### src/rtl/sync_fifo_param.sv
// sync_fifo_param: parametrised single-clock FIFO with watermarks, sticky errors and read-valid strobe
// Define SYNC_FIFO_FWFT_EN for first-word-fall-through reads; default is registered 1-cycle read.
module sync_fifo_param #(
  parameter int DATA_WIDTH = 8,
  parameter int DEPTH = 256,
  parameter int ADDR_WIDTH = $clog2(DEPTH),
  parameter int AF_THRESH = DEPTH - 4,
  parameter int AE_THRESH = 4
) (
  input  logic                  clk,
  input  logic                  reset_n,
  input  logic                  wr_en,
  input  logic [DATA_WIDTH-1:0] data_in,
  input  logic                  rd_en,
  output logic [DATA_WIDTH-1:0] data_out,
  output logic                  rd_valid,
  output logic                  full,
  output logic                  empty,
  output logic                  almost_full,
  output logic                  almost_empty,
  output logic                  overflow,
  output logic                  underflow,
  input  logic                  err_clr,
  output logic [ADDR_WIDTH:0]   count
);
  localparam logic [ADDR_WIDTH:0] DEPTH_C = (ADDR_WIDTH + 1)'(DEPTH);
  localparam logic [ADDR_WIDTH:0] AF_C = (ADDR_WIDTH + 1)'(AF_THRESH);
  localparam logic [ADDR_WIDTH:0] AE_C = (ADDR_WIDTH + 1)'(AE_THRESH);
  logic [DATA_WIDTH-1:0] mem [DEPTH];
  logic [ADDR_WIDTH-1:0] wr_ptr, rd_ptr;
  logic wr_ok, rd_ok;
  assign full = count == DEPTH_C;
  assign empty = count == '0;
  assign almost_full = count >= AF_C;
  assign almost_empty = count <= AE_C;
  assign wr_ok = wr_en && !full;
  assign rd_ok = rd_en && !empty;
  always_ff @(posedge clk) if (wr_ok) mem[wr_ptr] <= data_in;
  always_ff @(posedge clk)
    if (!reset_n) begin
      wr_ptr <= '0;
      rd_ptr <= '0;
      count <= '0;
      overflow <= 1'b0;
      underflow <= 1'b0;
    end else begin
      wr_ptr <= wr_ptr + ADDR_WIDTH'(wr_ok);
      rd_ptr <= rd_ptr + ADDR_WIDTH'(rd_ok);
      count <= count + (ADDR_WIDTH + 1)'(wr_ok) - (ADDR_WIDTH + 1)'(rd_ok);
      overflow <= (overflow && !err_clr) || (wr_en && full);
      underflow <= (underflow && !err_clr) || (rd_en && empty);
    end
`ifdef SYNC_FIFO_FWFT_EN
  assign data_out = empty ? '0 : mem[rd_ptr];
  assign rd_valid = !empty;
`else
  always_ff @(posedge clk)
    if (!reset_n) begin
      data_out <= '0;
      rd_valid <= 1'b0;
    end else begin
      rd_valid <= rd_ok;
      if (rd_ok) data_out <= mem[rd_ptr];
    end
`endif
endmodule

### config.mk
export PLATFORM = sky130hd
export DESIGN_NAME = sync_fifo_param
export DESIGN_NICKNAME = d
export VERILOG_FILES = /design/src/rtl/sync_fifo_param.sv
export SDC_FILE = /design/constraint.sdc
export NUM_CORES = 2
export LEC_CHECK = 0
export CORE_ASPECT_RATIO = 1.25
export CORE_UTILIZATION = 30
export CTS_CLUSTER_SIZE = 25
export DETAILED_ROUTE_END_ITERATION = 10
export GPL_ROUTABILITY_DRIVEN = 0
export PLACE_DENSITY_LB_ADDON = 0.3
export SYNTH_ARGS = -nofsm -noshare
export SYNTH_HDL_FRONTEND = slang
export SYNTH_SLANG_ARGS = --single-unit
### constraint.sdc
create_clock -name clk -period 5.3 [get_ports clk]
set_clock_uncertainty 0.2 [all_clocks]
set_input_delay 1.06 -clock clk [delete_from_list [all_inputs] [get_ports clk]]
set_output_delay 1.06 -clock clk [all_outputs]
set_load 0.02 [all_outputs]
==> results.rst <==
.. list-table::
   :header-rows: 1

   * - Metric
     - Value
   * - Setup Total Neg Slack
     - 0 ns
   * - PD cells
     - 401 nW/µm²
   * - Count of cells along the worst hold path
     - 1
   * - Hold Violations, Final
     - 0
   * - Cell area after synthesis
     - 81500 µm²
   * - Final net count
     - 4219
   * - Register clock-pin slew on the reported worst setup and hold paths
     - 0.07 ns
   * - HPWL Detailed
     - 139000 µm
   * - Aggregate routed wire length
     - 222000 µm
   * - Sort of element at the end of the critical path
     - flop
   * - Logic gate share of total power
     - 13.5%
   * - Type of the worst setup path
     - flop to flop
   * - IR drop worst, VDD
     - 0.286 mV
   * - Synthesized flop and latch total
     - 2084
   * - Global-route wire length before repair
     - 317000 µm
   * - Primary flip-flop cell chosen by synthesis mapping
     - sky130_fd_sc_hd__edfxtp_1
   * - Data required time at the worst endpoint
     - 5.52 ns
   * - Number of rows created at floorplan
     - 213
   * - Shortest clock period the worst path allows after layout
     - 4.30 ns
   * - Die Height
     - 585 µm
   * - Number of detailed-route iterations in the first pass
     - 5
   * - Post-synthesis instance total
     - 3990
   * - Final cycle utilization of the critical path
     - 81.0%
   * - Crit path arrival time
     - 4.51 ns
   * - Proportion of register bits with asynchronous set or reset after synthesis
     - 0%
   * - Startpoint kind of the worst setup timing path
     - flop
   * - Top fanout value on the critical path
     - 12
   * - Switching power total
     - 9.03 mW
   * - Sequential-to-total area share from yosys stat
     - 76.3%
   * - Area of the core
     - 270000 µm²
   * - Synthesis-to-layout area growth
     - 14.2%
   * - Vias in the first global route
     - 41000
   * - Mean instance size in the synthesized netlist
     - 20.4 µm²
   * - Worst R2R Path Depth
     - 10
   * - Die Span X
     - 468 µm
   * - Maximum number of pins on one net before global-route repair
     - 117
   * - Clock insertion delay at the later pin of the skew report
     - 0.86 ns
   * - Share of final-layout standard cells stronger than drive strength 1
     - 22.0%
   * - IO buf count
     - 36
   * - Post-synth top area cell
     - sky130_fd_sc_hd__edfxtp_1
   * - CTS hold repair buffers
     - 0
   * - # Post-CTS Setup Buffers
     - 0
   * - Clock Sink Count
     - 2084
   * - Top area cells in the synthesized netlist
     - sky130_fd_sc_hd__edfxtp_1 75%, sky130_fd_sc_hd__mux4_2 12%, sky130_fd_sc_hd__mux2i_1 3.1%, sky130_fd_sc_hd__nor2_1 1.4%, sky130_fd_sc_hd__o221ai_1 1.0%
   * - Number of instances resized during post-cts repair
     - 0
   * - Final routed DRC violation total
     - 0
   * - CTS tree
     - yes
   * - Total power consumption of the routed design
     - 37.3 mW
   * - Most common cell after layout, fill and taps aside
     - sky130_fd_sc_hd__edfxtp_1
   * - Routed Antenna Nets
     - 0
   * - Clock buffer depth
     - 4
   * - P_leak
     - 28.1 nW
   * - Clock share of power
     - 37.5%
   * - Area of all placed cells without fillers
     - 93100 µm²
   * - Wire per inst
     - 28.2 µm
   * - Ys Warns
     - 0
   * - Number of antenna violations at the first check in global routing
     - 4
   * - All-Layer GR Usage
     - 16.1%
   * - Part of the power in registers
     - 49.1%
   * - Number of vias after detailed routing
     - 39500
   * - Synth cell types
     - 66
   * - Post-synthesis net count
     - 4028
   * - Max frequency
     - 233 MHz
   * - Hold_ws
     - 0.274 ns
   * - Sw Ratio
     - 24.2%
   * - Num CTS Buffers
     - 195
   * - Unrepaired setup endpoints after global routing
     - no
   * - H-Tree Level Count
     - 4
   * - Path category of the worst min-delay check
     - flop to flop
   * - Setup violators final
     - 0
   * - Vias/cell
     - 5.02
   * - Most frequent cells in the layout
     - 2048 x sky130_fd_sc_hd__edfxtp_1, 425 x sky130_fd_sc_hd__mux4_2, 302 x sky130_fd_sc_hd__nor2_1, 255 x sky130_fd_sc_hd__mux2i_1, 198 x sky130_fd_sc_hd__clkbuf_16
   * - Worst-case headroom to the max-slew limit
     - 19.7%
   * - Filler instances
     - 25100
   * - Max-slew violation total from the final report
     - 0
   * - Count of boundary I/O pins
     - 37
   * - Total cell area at the placement stage
     - 86900 µm²
   * - Outcome
     - complete, no violations
   * - Number of synthesized flops with an enable pin
     - 2048
   * - Effective utilization at floorplan
     - 30.2%
   * - Pin slew with the least headroom to its limit
     - 1.20 ns
   * - Internal power consumption
     - 28.3 mW
   * - Overflow left after global routing
     - 0
   * - Proportion of netlist area held by the largest area contributor
     - 75.4%
   * - Reg2Reg Setup Slack
     - 1.00 ns
   * - Maximum capacitance violations
     - 0
   * - Die ar.
     - 274000 µm²
   * - Root cell of the clock tree
     - sky130_fd_sc_hd__clkbuf_16
   * - Number of DRC markers in iteration 0
     - 3526
## stage by stage
| step | std cells | util [%] | setup WS, ns |
|---|---|---|---|
| after floorplan | 3990 | - | 2.01 |
| after global placement | 7531 | 32.2 | 0.603 |
| after detailed placement | 7531 | 32.2 | 0.620 |
| after CTS | 7882 | 34.5 | 0.952 |
| after global routing | 7883 | 34.5 | 0.813 |
| final | 7883 | 34.5 | 1.00 |
## area by class of cell
type,count,area [µm²],area share [%]
Antenna cell,1,2.50,0.00269
Clock buffer,227,5060,5.44
Clock inverter,124,1190,1.28
Inverter,23,92.6,0.0994
Multi-Input combinational cell,1650,17900,19.2
Sequential cell,2084,62200,66.8
Tap cell,3547,4440,4.77
Timing Repair Buffer,227,2220,2.39
## flip-flops by register name, summed over array words and instances (netlist names)
name and cells:
rd_valid 1, count 9, wr_ptr 8, data_out 8
mem 2048, rd_ptr 8, underflow 1, overflow 1
## power groups by stage
stage | sequential (mW) | clock [mW] | combinational [mW]
after floorplan | 18.6 | 0 | 3.45
after global routing | 18.3 | 14.8 | 5.32
final | 18.3 | 14.0 | 5.02
after detailed placement | 18.7 | 0 | 5.10
after CTS | 18.3 | 14.2 | 5.12
after global placement | 18.7 | 0 | 5.11
## metal layers
layer  up-vias  share of wire, %  global-route usage [%]
met5         -                 0                       0
met4         0               3.7                    5.83
met3       297               4.6                    2.07
met2      1082                52                    28.3
met1     21300                40                    20.2
li1      16900                 -                       -
## worst max-delay path, stage by stage, from the launching register on
cell	delay, ns
sky130_fd_sc_hd__dfxtp_1	0.41
sky130_fd_sc_hd__inv_1	0.12
sky130_fd_sc_hd__ha_1	0.21
sky130_fd_sc_hd__and4bb_1	0.25
sky130_fd_sc_hd__nand3_1	0.12
sky130_fd_sc_hd__nand2_1	0.31
sky130_fd_sc_hd__nor3_1	0.27
sky130_fd_sc_hd__buf_4	0.19
sky130_fd_sc_hd__nand3_2	0.69
sky130_fd_sc_hd__buf_4	0.49
sky130_fd_sc_hd__nor2_1	0.56
## worst paths after layout
path / startpoint / end
max: count[4]$_SDFF_PN0_ / mem[44][4]$_DFFE_PP_
min: data_out[0]$_SDFFE_PN0P_ / data_out[0]$_SDFFE_PN0P_
max reg2reg: count[4]$_SDFF_PN0_ / mem[44][4]$_DFFE_PP_
min reg2reg: data_out[0]$_SDFFE_PN0P_ / data_out[0]$_SDFFE_PN0P_
## cells by family after synthesis
| group | share of synthesized area [%] |
|---|---|
| AOI/OAI and AO/OA | 3.40 |
| muxes | 15.0 |
| xor gates and xnor gates | 0.193 |
| DFF | 76.3 |
| adders and majority gates | 0.393 |
| and+or+nand+nor | 2.80 |
| buffers and inverters | 1.87 |
## synthesized netlist by cell type (22+ instances only)
| cell | n |
|---|---|
| sky130_fd_sc_hd__nor2_1 | 303 |
| sky130_fd_sc_hd__mux4_2 | 425 |
| sky130_fd_sc_hd__buf_2 | 40 |
| sky130_fd_sc_hd__mux2i_1 | 255 |
| sky130_fd_sc_hd__ha_1 | 24 |
| sky130_fd_sc_hd__buf_4 | 26 |
| sky130_fd_sc_hd__nand2_1 | 81 |
| sky130_fd_sc_hd__dfxtp_1 | 36 |
| sky130_fd_sc_hd__inv_1 | 22 |
| sky130_fd_sc_hd__a21oi_1 | 65 |
| sky130_fd_sc_hd__and2_1 | 34 |
| sky130_fd_sc_hd__nand3_1 | 25 |
| sky130_fd_sc_hd__clkbuf_1 | 107 |
| sky130_fd_sc_hd__buf_6 | 26 |
| sky130_fd_sc_hd__o21ai_0 | 51 |
| sky130_fd_sc_hd__o22ai_1 | 65 |
| sky130_fd_sc_hd__a211oi_1 | 23 |
| sky130_fd_sc_hd__o221ai_1 | 97 |
| sky130_fd_sc_hd__edfxtp_1 | 2048 |
(Power assumes the default switching activity.)
